### config.mk
export PLATFORM = sky130hd
export DESIGN_NAME = ex_mem_stage_flat
export DESIGN_NICKNAME = d
export VERILOG_FILES = /design/src/rtl/ex_mem_stage_if.sv /design/src/rtl/ex_mem_stage.sv /design/src/flat_wrapper.sv
export SDC_FILE = /design/constraint.sdc
export NUM_CORES = 1
export LEC_CHECK = 0
export CORE_ASPECT_RATIO = 2
export CORE_UTILIZATION = 40
export CTS_CLUSTER_SIZE = 20
export DETAILED_ROUTE_END_ITERATION = 12
export GPL_ROUTABILITY_DRIVEN = 0
export PLACE_DENSITY_LB_ADDON = 0.1
export SLEW_MARGIN = 40
export SYNTH_ARGS = -nofsm -noshare
export SYNTH_HDL_FRONTEND = slang
export SYNTH_SLANG_ARGS = --single-unit
### constraint.sdc
create_clock -name clk -period 4.15 [get_ports clk]
set_input_delay 0.415 -clock clk [delete_from_list [all_inputs] [get_ports clk]]
set_output_delay 0.415 -clock clk [all_outputs]
set_load 0.05 [all_outputs]
### src/rtl/ex_mem_stage_if.sv
// rtl/ex_mem_stage_if.sv - EX-to-MEM pipeline bus; perf outputs exist only with EX_MEM_PERF_CNT_EN
interface ex_mem_stage_if #(
    parameter int DATA_WIDTH     = 32,
    parameter int REG_ADDR_WIDTH = 5
);
    logic                      in_valid;
    logic                      stall;
    logic                      flush;
    logic [DATA_WIDTH-1:0]     alu_result;
    logic                      alu_zero;
    logic [DATA_WIDTH-1:0]     store_data;
    logic [REG_ADDR_WIDTH-1:0] rd_addr;
    logic                      reg_write;
    logic                      mem_read;
    logic                      mem_write;
    logic                      mem_to_reg;
    logic                      branch;
    logic                      branch_ne;
    logic [DATA_WIDTH-1:0]     branch_target;

    logic                      valid_o;
    logic [DATA_WIDTH-1:0]     result_o;
    logic [DATA_WIDTH-1:0]     store_data_o;
    logic [REG_ADDR_WIDTH-1:0] rd_addr_o;
    logic                      reg_write_o;
    logic                      mem_read_o;
    logic                      mem_write_o;
    logic                      mem_to_reg_o;
    logic                      misaligned_o;
    logic                      redirect_o;
    logic [DATA_WIDTH-1:0]     redirect_pc_o;
`ifdef EX_MEM_PERF_CNT_EN
    logic [31:0]               perf_instr_cnt;
    logic [31:0]               perf_taken_cnt;
`endif

    modport master (
        output in_valid, stall, flush, alu_result, alu_zero, store_data, rd_addr,
               reg_write, mem_read, mem_write, mem_to_reg, branch, branch_ne, branch_target,
        input  valid_o, result_o, store_data_o, rd_addr_o, reg_write_o, mem_read_o,
               mem_write_o, mem_to_reg_o, misaligned_o, redirect_o, redirect_pc_o
`ifdef EX_MEM_PERF_CNT_EN
        , input perf_instr_cnt, perf_taken_cnt
`endif
    );

    modport slave (
        input  in_valid, stall, flush, alu_result, alu_zero, store_data, rd_addr,
               reg_write, mem_read, mem_write, mem_to_reg, branch, branch_ne, branch_target,
        output valid_o, result_o, store_data_o, rd_addr_o, reg_write_o, mem_read_o,
               mem_write_o, mem_to_reg_o, misaligned_o, redirect_o, redirect_pc_o
`ifdef EX_MEM_PERF_CNT_EN
        , output perf_instr_cnt, perf_taken_cnt
`endif
    );
endinterface

### src/rtl/ex_mem_stage.sv
// rtl/ex_mem_stage.sv - EX/MEM pipeline register with branch redirect; EX_MEM_PERF_CNT_EN adds perf counters
module ex_mem_stage #(
    parameter int DATA_WIDTH     = 32,
    parameter int REG_ADDR_WIDTH = 5
) (
    input  logic           clk,
    input  logic           rst,
    ex_mem_stage_if.slave  bus
);
    logic                      valid_q;
    logic [DATA_WIDTH-1:0]     result_q;
    logic [DATA_WIDTH-1:0]     store_data_q;
    logic [REG_ADDR_WIDTH-1:0] rd_addr_q;
    logic                      reg_write_q;
    logic                      mem_read_q;
    logic                      mem_write_q;
    logic                      mem_to_reg_q;
    logic                      taken_q;
    logic                      issued_q;
    logic [DATA_WIDTH-1:0]     redirect_pc_q;

    logic                      misaligned;
    logic                      redirect;

    always_ff @(posedge clk or posedge rst) begin
        if (rst) begin
            valid_q       <= 1'b0;
            result_q      <= '0;
            store_data_q  <= '0;
            rd_addr_q     <= '0;
            reg_write_q   <= 1'b0;
            mem_read_q    <= 1'b0;
            mem_write_q   <= 1'b0;
            mem_to_reg_q  <= 1'b0;
            taken_q       <= 1'b0;
            issued_q      <= 1'b0;
            redirect_pc_q <= '0;
        end else if (bus.flush) begin
            valid_q       <= 1'b0;
            result_q      <= '0;
            store_data_q  <= '0;
            rd_addr_q     <= '0;
            reg_write_q   <= 1'b0;
            mem_read_q    <= 1'b0;
            mem_write_q   <= 1'b0;
            mem_to_reg_q  <= 1'b0;
            taken_q       <= 1'b0;
            issued_q      <= 1'b0;
            redirect_pc_q <= '0;
        end else if (bus.stall) begin
            // A stalled taken branch must redirect fetch only once.
            issued_q <= issued_q | redirect;
        end else begin
            valid_q       <= bus.in_valid;
            result_q      <= bus.alu_result;
            store_data_q  <= bus.store_data;
            rd_addr_q     <= bus.rd_addr;
            reg_write_q   <= bus.reg_write;
            mem_read_q    <= bus.mem_read;
            mem_write_q   <= bus.mem_write;
            mem_to_reg_q  <= bus.mem_to_reg;
            taken_q       <= bus.in_valid & bus.branch & (bus.alu_zero ^ bus.branch_ne);
            issued_q      <= 1'b0;
            redirect_pc_q <= bus.branch_target;
        end
    end

    // Misalignment is judged on the stored enables so it can suppress them without a loop.
    assign misaligned = valid_q & (mem_read_q | mem_write_q) & (result_q[1:0] != 2'b00);
    assign redirect   = taken_q & ~issued_q;

    assign bus.valid_o       = valid_q;
    assign bus.result_o      = result_q;
    assign bus.store_data_o  = store_data_q;
    assign bus.rd_addr_o     = rd_addr_q;
    assign bus.reg_write_o   = reg_write_q  & valid_q & ~misaligned;
    assign bus.mem_read_o    = mem_read_q   & valid_q & ~misaligned;
    assign bus.mem_write_o   = mem_write_q  & valid_q & ~misaligned;
    assign bus.mem_to_reg_o  = mem_to_reg_q & valid_q;
    assign bus.misaligned_o  = misaligned;
    assign bus.redirect_o    = redirect;
    assign bus.redirect_pc_o = redirect_pc_q;

`ifdef EX_MEM_PERF_CNT_EN
    logic [31:0] instr_cnt_q;
    logic [31:0] taken_cnt_q;

    always_ff @(posedge clk or posedge rst) begin
        if (rst) begin
            instr_cnt_q <= '0;
            taken_cnt_q <= '0;
        end else begin
            if (!bus.flush && !bus.stall && bus.in_valid && (instr_cnt_q != 32'hFFFF_FFFF))
                instr_cnt_q <= instr_cnt_q + 32'd1;
            if (redirect && (taken_cnt_q != 32'hFFFF_FFFF))
                taken_cnt_q <= taken_cnt_q + 32'd1;
        end
    end

    assign bus.perf_instr_cnt = instr_cnt_q;
    assign bus.perf_taken_cnt = taken_cnt_q;
`endif
endmodule

### src/flat_wrapper.sv
// flat-port wrapper written by rule: the top's interface ports become plain ports
module ex_mem_stage_flat 
#(
    parameter int DATA_WIDTH     = 32,
    parameter int REG_ADDR_WIDTH = 5
)
  (clk, rst, bus_in_valid, bus_stall, bus_flush, bus_alu_result, bus_alu_zero, bus_store_data, bus_rd_addr, bus_reg_write, bus_mem_read, bus_mem_write, bus_mem_to_reg, bus_branch, bus_branch_ne, bus_branch_target, bus_valid_o, bus_result_o, bus_store_data_o, bus_rd_addr_o, bus_reg_write_o, bus_mem_read_o, bus_mem_write_o, bus_mem_to_reg_o, bus_misaligned_o, bus_redirect_o, bus_redirect_pc_o);
  ex_mem_stage_if #(.DATA_WIDTH(DATA_WIDTH), .REG_ADDR_WIDTH(REG_ADDR_WIDTH)) bus_i ();
  input  logic clk;
  input  logic rst;
  input wire logic [$bits(bus_i.in_valid)-1:0] bus_in_valid;
  input wire logic [$bits(bus_i.stall)-1:0] bus_stall;
  input wire logic [$bits(bus_i.flush)-1:0] bus_flush;
  input wire logic [$bits(bus_i.alu_result)-1:0] bus_alu_result;
  input wire logic [$bits(bus_i.alu_zero)-1:0] bus_alu_zero;
  input wire logic [$bits(bus_i.store_data)-1:0] bus_store_data;
  input wire logic [$bits(bus_i.rd_addr)-1:0] bus_rd_addr;
  input wire logic [$bits(bus_i.reg_write)-1:0] bus_reg_write;
  input wire logic [$bits(bus_i.mem_read)-1:0] bus_mem_read;
  input wire logic [$bits(bus_i.mem_write)-1:0] bus_mem_write;
  input wire logic [$bits(bus_i.mem_to_reg)-1:0] bus_mem_to_reg;
  input wire logic [$bits(bus_i.branch)-1:0] bus_branch;
  input wire logic [$bits(bus_i.branch_ne)-1:0] bus_branch_ne;
  input wire logic [$bits(bus_i.branch_target)-1:0] bus_branch_target;
  output wire logic [$bits(bus_i.valid_o)-1:0] bus_valid_o;
  output wire logic [$bits(bus_i.result_o)-1:0] bus_result_o;
  output wire logic [$bits(bus_i.store_data_o)-1:0] bus_store_data_o;
  output wire logic [$bits(bus_i.rd_addr_o)-1:0] bus_rd_addr_o;
  output wire logic [$bits(bus_i.reg_write_o)-1:0] bus_reg_write_o;
  output wire logic [$bits(bus_i.mem_read_o)-1:0] bus_mem_read_o;
  output wire logic [$bits(bus_i.mem_write_o)-1:0] bus_mem_write_o;
  output wire logic [$bits(bus_i.mem_to_reg_o)-1:0] bus_mem_to_reg_o;
  output wire logic [$bits(bus_i.misaligned_o)-1:0] bus_misaligned_o;
  output wire logic [$bits(bus_i.redirect_o)-1:0] bus_redirect_o;
  output wire logic [$bits(bus_i.redirect_pc_o)-1:0] bus_redirect_pc_o;
  assign bus_i.in_valid = bus_in_valid;
  assign bus_i.stall = bus_stall;
  assign bus_i.flush = bus_flush;
  assign bus_i.alu_result = bus_alu_result;
  assign bus_i.alu_zero = bus_alu_zero;
  assign bus_i.store_data = bus_store_data;
  assign bus_i.rd_addr = bus_rd_addr;
  assign bus_i.reg_write = bus_reg_write;
  assign bus_i.mem_read = bus_mem_read;
  assign bus_i.mem_write = bus_mem_write;
  assign bus_i.mem_to_reg = bus_mem_to_reg;
  assign bus_i.branch = bus_branch;
  assign bus_i.branch_ne = bus_branch_ne;
  assign bus_i.branch_target = bus_branch_target;
  assign bus_valid_o = bus_i.valid_o;
  assign bus_result_o = bus_i.result_o;
  assign bus_store_data_o = bus_i.store_data_o;
  assign bus_rd_addr_o = bus_i.rd_addr_o;
  assign bus_reg_write_o = bus_i.reg_write_o;
  assign bus_mem_read_o = bus_i.mem_read_o;
  assign bus_mem_write_o = bus_i.mem_write_o;
  assign bus_mem_to_reg_o = bus_i.mem_to_reg_o;
  assign bus_misaligned_o = bus_i.misaligned_o;
  assign bus_redirect_o = bus_i.redirect_o;
  assign bus_redirect_pc_o = bus_i.redirect_pc_o;
  ex_mem_stage #(.DATA_WIDTH(DATA_WIDTH), .REG_ADDR_WIDTH(REG_ADDR_WIDTH)) u_core (.clk(clk), .rst(rst), .bus(bus_i));
endmodule
Word level (Yosys, flattened, before mapping)
Cells that the tools add are included.
- register bits after elaboration: 108
- latch bits: 0
- bits in writable memories: 0
- memory bits (read-only): 0
- input port bits: 113
- output and inout bits: 108
- word-level logic and storage cells: 52
- memories kept: 0
- add/subtract/negate cells: 0
- multiply operators: 0
- div/mod/pow operators: 0
- order comparisons: 0
- equal/unequal tests: 1
- shift operators: 0
- muxes and demuxes: 22
- bitwise logic cells: 17
- reduce and logical (&&, ||, !) cells: 1
- operators with widths (cell ; number):
    two-way mux 32 bit ; 6
    two-way mux 1 bit ; 14
    bitwise AND 1 bit ; 12
    two-way mux 5 bit ; 2
    inequality test 2 x 1 -> 1 bit, second input constant ; 1
    inverter 1 bit ; 2
    bitwise OR 1 bit ; 2
    nonzero test 2 bit ; 1
    XOR 1 bit ; 1

Longest topological paths before layout
- depth after elaboration: 5
- gate-level depth with buffers: 5
- gate-level depth less buffers: 2

Worst setup path after synthesis
OpenSTA, ideal clock, no wires.
- path type: reg2out
- start: reg u_core.result_q[0], in the netlist u_core.bus.result_o[0]
- end: out bus_reg_write_o
- arrival: 1753 ps
- required time: 3735 ps
- slack: 1982 ps
- cell stages (with the launch flop): 3
- path buffers: 0
- cell sequence: dfrtp_1 -> o221a_2 -> nor2_1
- cells in the longest elaborated chain, start to end: 4
- ends and longest elaborated chain (item ; RTL line ; RTL):
    start: declaration ; ex_mem_stage.sv:11 ; logic [DATA_WIDTH-1:0] result_q;
    start signal: assignment ; ex_mem_stage.sv:55 ; result_q <= bus.alu_result;
    nonzero test 2 bit ; ex_mem_stage.sv:69 ; assign misaligned = valid_q & (mem_read_q | mem_write_q) & (result_q[1:0] != 2'b00);
    bitwise AND 1 bit ; ex_mem_stage.sv:69 ;
    via bus_misaligned_o ; flat_wrapper.sv:33 ; output wire logic [$bits(bus_i.misaligned_o)-1:0] bus_misaligned_o;
    inverter 1 bit ; ex_mem_stage.sv:76 ; assign bus.reg_write_o = reg_write_q & valid_q & ~misaligned;
    bitwise AND 1 bit ; ex_mem_stage.sv:76 ;
    end: declaration ; flat_wrapper.sv:29 ; output wire logic [$bits(bus_i.reg_write_o)-1:0] bus_reg_write_o;
The timed path passes the listed nets, and every way through them passes these cells.

Worst setup path in the final report
- start: reg u_core.result_q[0], in the netlist u_core.bus.result_o[0]
- end: out bus_reg_write_o
- cells in the longest elaborated chain, start to end: 4
- ends and longest elaborated chain (item ; RTL line):
    nonzero test 2 bit ; ex_mem_stage.sv:69
    bitwise AND 1 bit ; ex_mem_stage.sv:69
    inverter 1 bit ; ex_mem_stage.sv:76
    bitwise AND 1 bit ; ex_mem_stage.sv:76
No other way between the ends.

==> summary.txt <==
Critical Path Fanout Max = 4
Asr flop ratio synth = 100.0%
Synth cell types = 17
Sequential element share of the synthesized area = 61.35%
Place WS = 2.108 ns
LEAKAGE = 3.297 nW
Setup ws final = 1.758 ns
# hold bufs at CTS = 0
Num CTS Buffers = 9
Post-synth EDFFs = 0
Vias in the first global route = 3485
Arrival @ worst endpoint = 1.98 ns
Post-CTS Resized = 0
Syn_area_per_cell = 12.27 sq um
Cell taking the most area after synthesis = dfrtp_1
Part of the power in combinational logic = 22.7%
Syn. warnings = 0
Final setup vio count = 0
Area Growth Syn to Fin = 58.45%
Fill cells = 861
Reg clk slew, reported paths = 0.07 ns
RR Startpoint = u_core.bus.valid_o
First-pass detailed-route iteration total = 4
DRT antenna net count = 0
GRT Util Overall = 20.57%
Switching power = 0.7491 mW
Clk_lat worst skew = 0.33 ns
Total of max-cap violations = 0
Remaining Overflow, GRT = 0
FMAX = 418.0 MHz
Crit start category = flip-flop
Htree depth = 3
Post-synth top flop = dfrtp_1
CP Capture Type = output port
Die footprint = 11460 sq um
Register-to-register setup slack = 3.35 ns
Most frequent cell after synthesis = nor2_1
Core Area = 10610 sq um
Post-Route WL = 11570 microns
Hold Vio Cnt, Final = 0
Tmin final = 2.392 ns
IO Count = 221
CP max stage delay = 0.81 ns
Cell area after synthesis = 4405 sq um
Commonest cells in the synthesized netlist = nor2_1 (109), dfrtp_1 (108), mux2i_1 (106), buf_4 (10), clkbuf_1 (8)
Slew Limit Fails = 0
RSZ-0062 raised after global routing = false
Starting Density = 41.52%
Port Buffers = 220
Pwr dens = 379.4 nW/um^2
Die Span Y = 150.4 microns
Post-DP HPWL = 8203 microns
First-pass GRT wire length = 18100 microns
Synthesized flop and latch total = 108
CTS sink cnt = 108
Cell-internal power = 1.899 mW
Switching Fraction = 28.29%
Status = completed
Detailed router's first-iteration violation count = 148
Clock group share of total power = 34.1%
Worst path cell trace = o221a_2 -> nor2_1 -> clkdlybuf4s50_1
Vias = 3409
Die X = 76.21 microns
Flop pwr share = 43.2%
Antenna diode count = 0
Clock tree buffer depth = 2
Worst EP required = 3.73 ns
Final setup TNS = 0 ns
Synth Instances = 359
Largest net degree at the start of global routing = 110
Post-Syn Nets = 472
Synth top area share = 61.35%
Hold crit path type = primary input to asynchronous set/reset pin
Post-CTS Setup Bufs = 0
Max stage delay cell, worst path = clkdlybuf4s50_1
Clock skew = 0.002102 ns
Reg-to-reg critical path endpoint = u_core.bus.valid_o
WL/cell = 16.29 microns
Period utilization = 57.64%
Layout net count = 683
Top post-synthesis cells by area = dfrtp_1 (61%), mux2i_1 (24%), nor2_1 (9.3%)
Initial antenna violation count = 0
Slew HR = 45.92%
Drt via density = 4.801
CTS Root Cell = clkbuf_16
Crit path kind = flip-flop to output port
CP top delay family = buffers and inverters
Peak supply drop = 0.0003300 V
Tightest Pin Transition = 0.8112 ns
FP Rows = 53
Worst Path Buf+Inv = 1
DRC errors left = 0
CTS tree = yes
Share of cells above drive strength 1 = 4.014%
R2R depth = 2
-- worst reg2reg max path, stage by stage, from the launching register on --
cell     delay, ns
dfrtp_1       0.45
mux2i_1       0.16
nor2_1        0.05
-- cell usage in the layout, fill, tap and decap left out, drive strengths merged --
cell and n:
mux2i 106, nand3b 1, buf 6, nor2b 1
o41ai 1, xnor2 1, and2 1, and3 2
clkinvlp 2, bufinv 2, nand2 2, clkdlybuf4s50 218
nor3b 1, clkbuf 10, dfrtp 108, inv 1
nor2 109, o221a 1
-- worst max path at each step --
stage	from	endpoint	depth (start not counted)
after floorplan	rst	u_core.bus.rd_addr_o[0]	1
after global placement	u_core.bus.result_o[0]	bus_reg_write_o	3
after detailed placement	u_core.bus.result_o[0]	bus_reg_write_o	3
after CTS	u_core.bus.result_o[0]	bus_reg_write_o	3
after global routing	u_core.bus.result_o[0]	bus_reg_write_o	3
final	u_core.bus.result_o[0]	bus_reg_write_o	3
-- power by group through the flow --
stage | sequential [mW] | combinational [mW] | clock (mW)
6_report | 1.14 | 0.600 | 0.904
2_1_floorplan | 1.36 | 0.151 | 0
3_3_place_gp | 1.16 | 0.599 | 0
3_5_place_dp | 1.17 | 0.605 | 0
5_1_grt | 1.15 | 0.633 | 0.974
4_1_cts | 1.15 | 0.607 | 0.929
-- registers in the layout (all words and copies together) (netlist names) --
name                      flops
u_core.bus.rd_addr_o          5
u_core.bus.redirect_pc_o     32
u_core.bus.result_o          32
u_core.bus.store_data_o      32
u_core.bus.valid_o            1
u_core.issued_q               1
u_core.mem_read_q             1
u_core.mem_to_reg_q           1
u_core.mem_write_q            1
u_core.reg_write_q            1
u_core.taken_q                1
-- metal layers --
metal	GRT usage [%]	share of wire, %	up-vias
met3	7.030	7.4	11
met1	23.12	39	1640
li1	-	-	1609
met4	7.212	1.6	0
met5	0	0	-
met2	36.04	52	149
-- through the flow --
| stage | area (sq um) | util [%] | hold slack (ns) | cells | power (mW) |
|---|---|---|---|---|---|
| 6_report | 6980 | 65.79 | 0.4839 | 710 | 2.648 |
| 4_1_cts | 6980 | 65.79 | 0.5041 | 710 | 2.681 |
| 5_1_grt | 6980 | 65.79 | 0.5501 | 710 | 2.758 |
| 3_5_place_dp | 6666 | 62.83 | 0.5112 | 696 | 1.770 |
| 3_3_place_gp | 6663 | 62.79 | 0.4994 | 696 | 1.760 |
| 2_1_floorplan | 4405 | - | 0.4814 | 359 | 1.511 |
-- kinds of logic after synthesis --
family	after synthesis	share of synthesized area [%]
AND/OR/NAND/NOR	117	10.48
flip-flops	108	61.35
multiplexers	106	24.08
buffers and inverters	25	3.436
AO/OA/AOI/OAI	2	0.4544
XOR/XNOR	1	0.1988
-- final cells by class --
class                   count  area [sq um]  area share, %
multi-input cells         226          1551          22.23
inverters                   1         6.256        0.08962
flip-flops and latches    108          2703          38.72
clock inverters             4         75.07          1.075
well taps                 137         171.4          2.456
clock buffers              10         239.0          3.424
repair buffers            224          2235          32.01
Power figures use the tool's default switching activity.
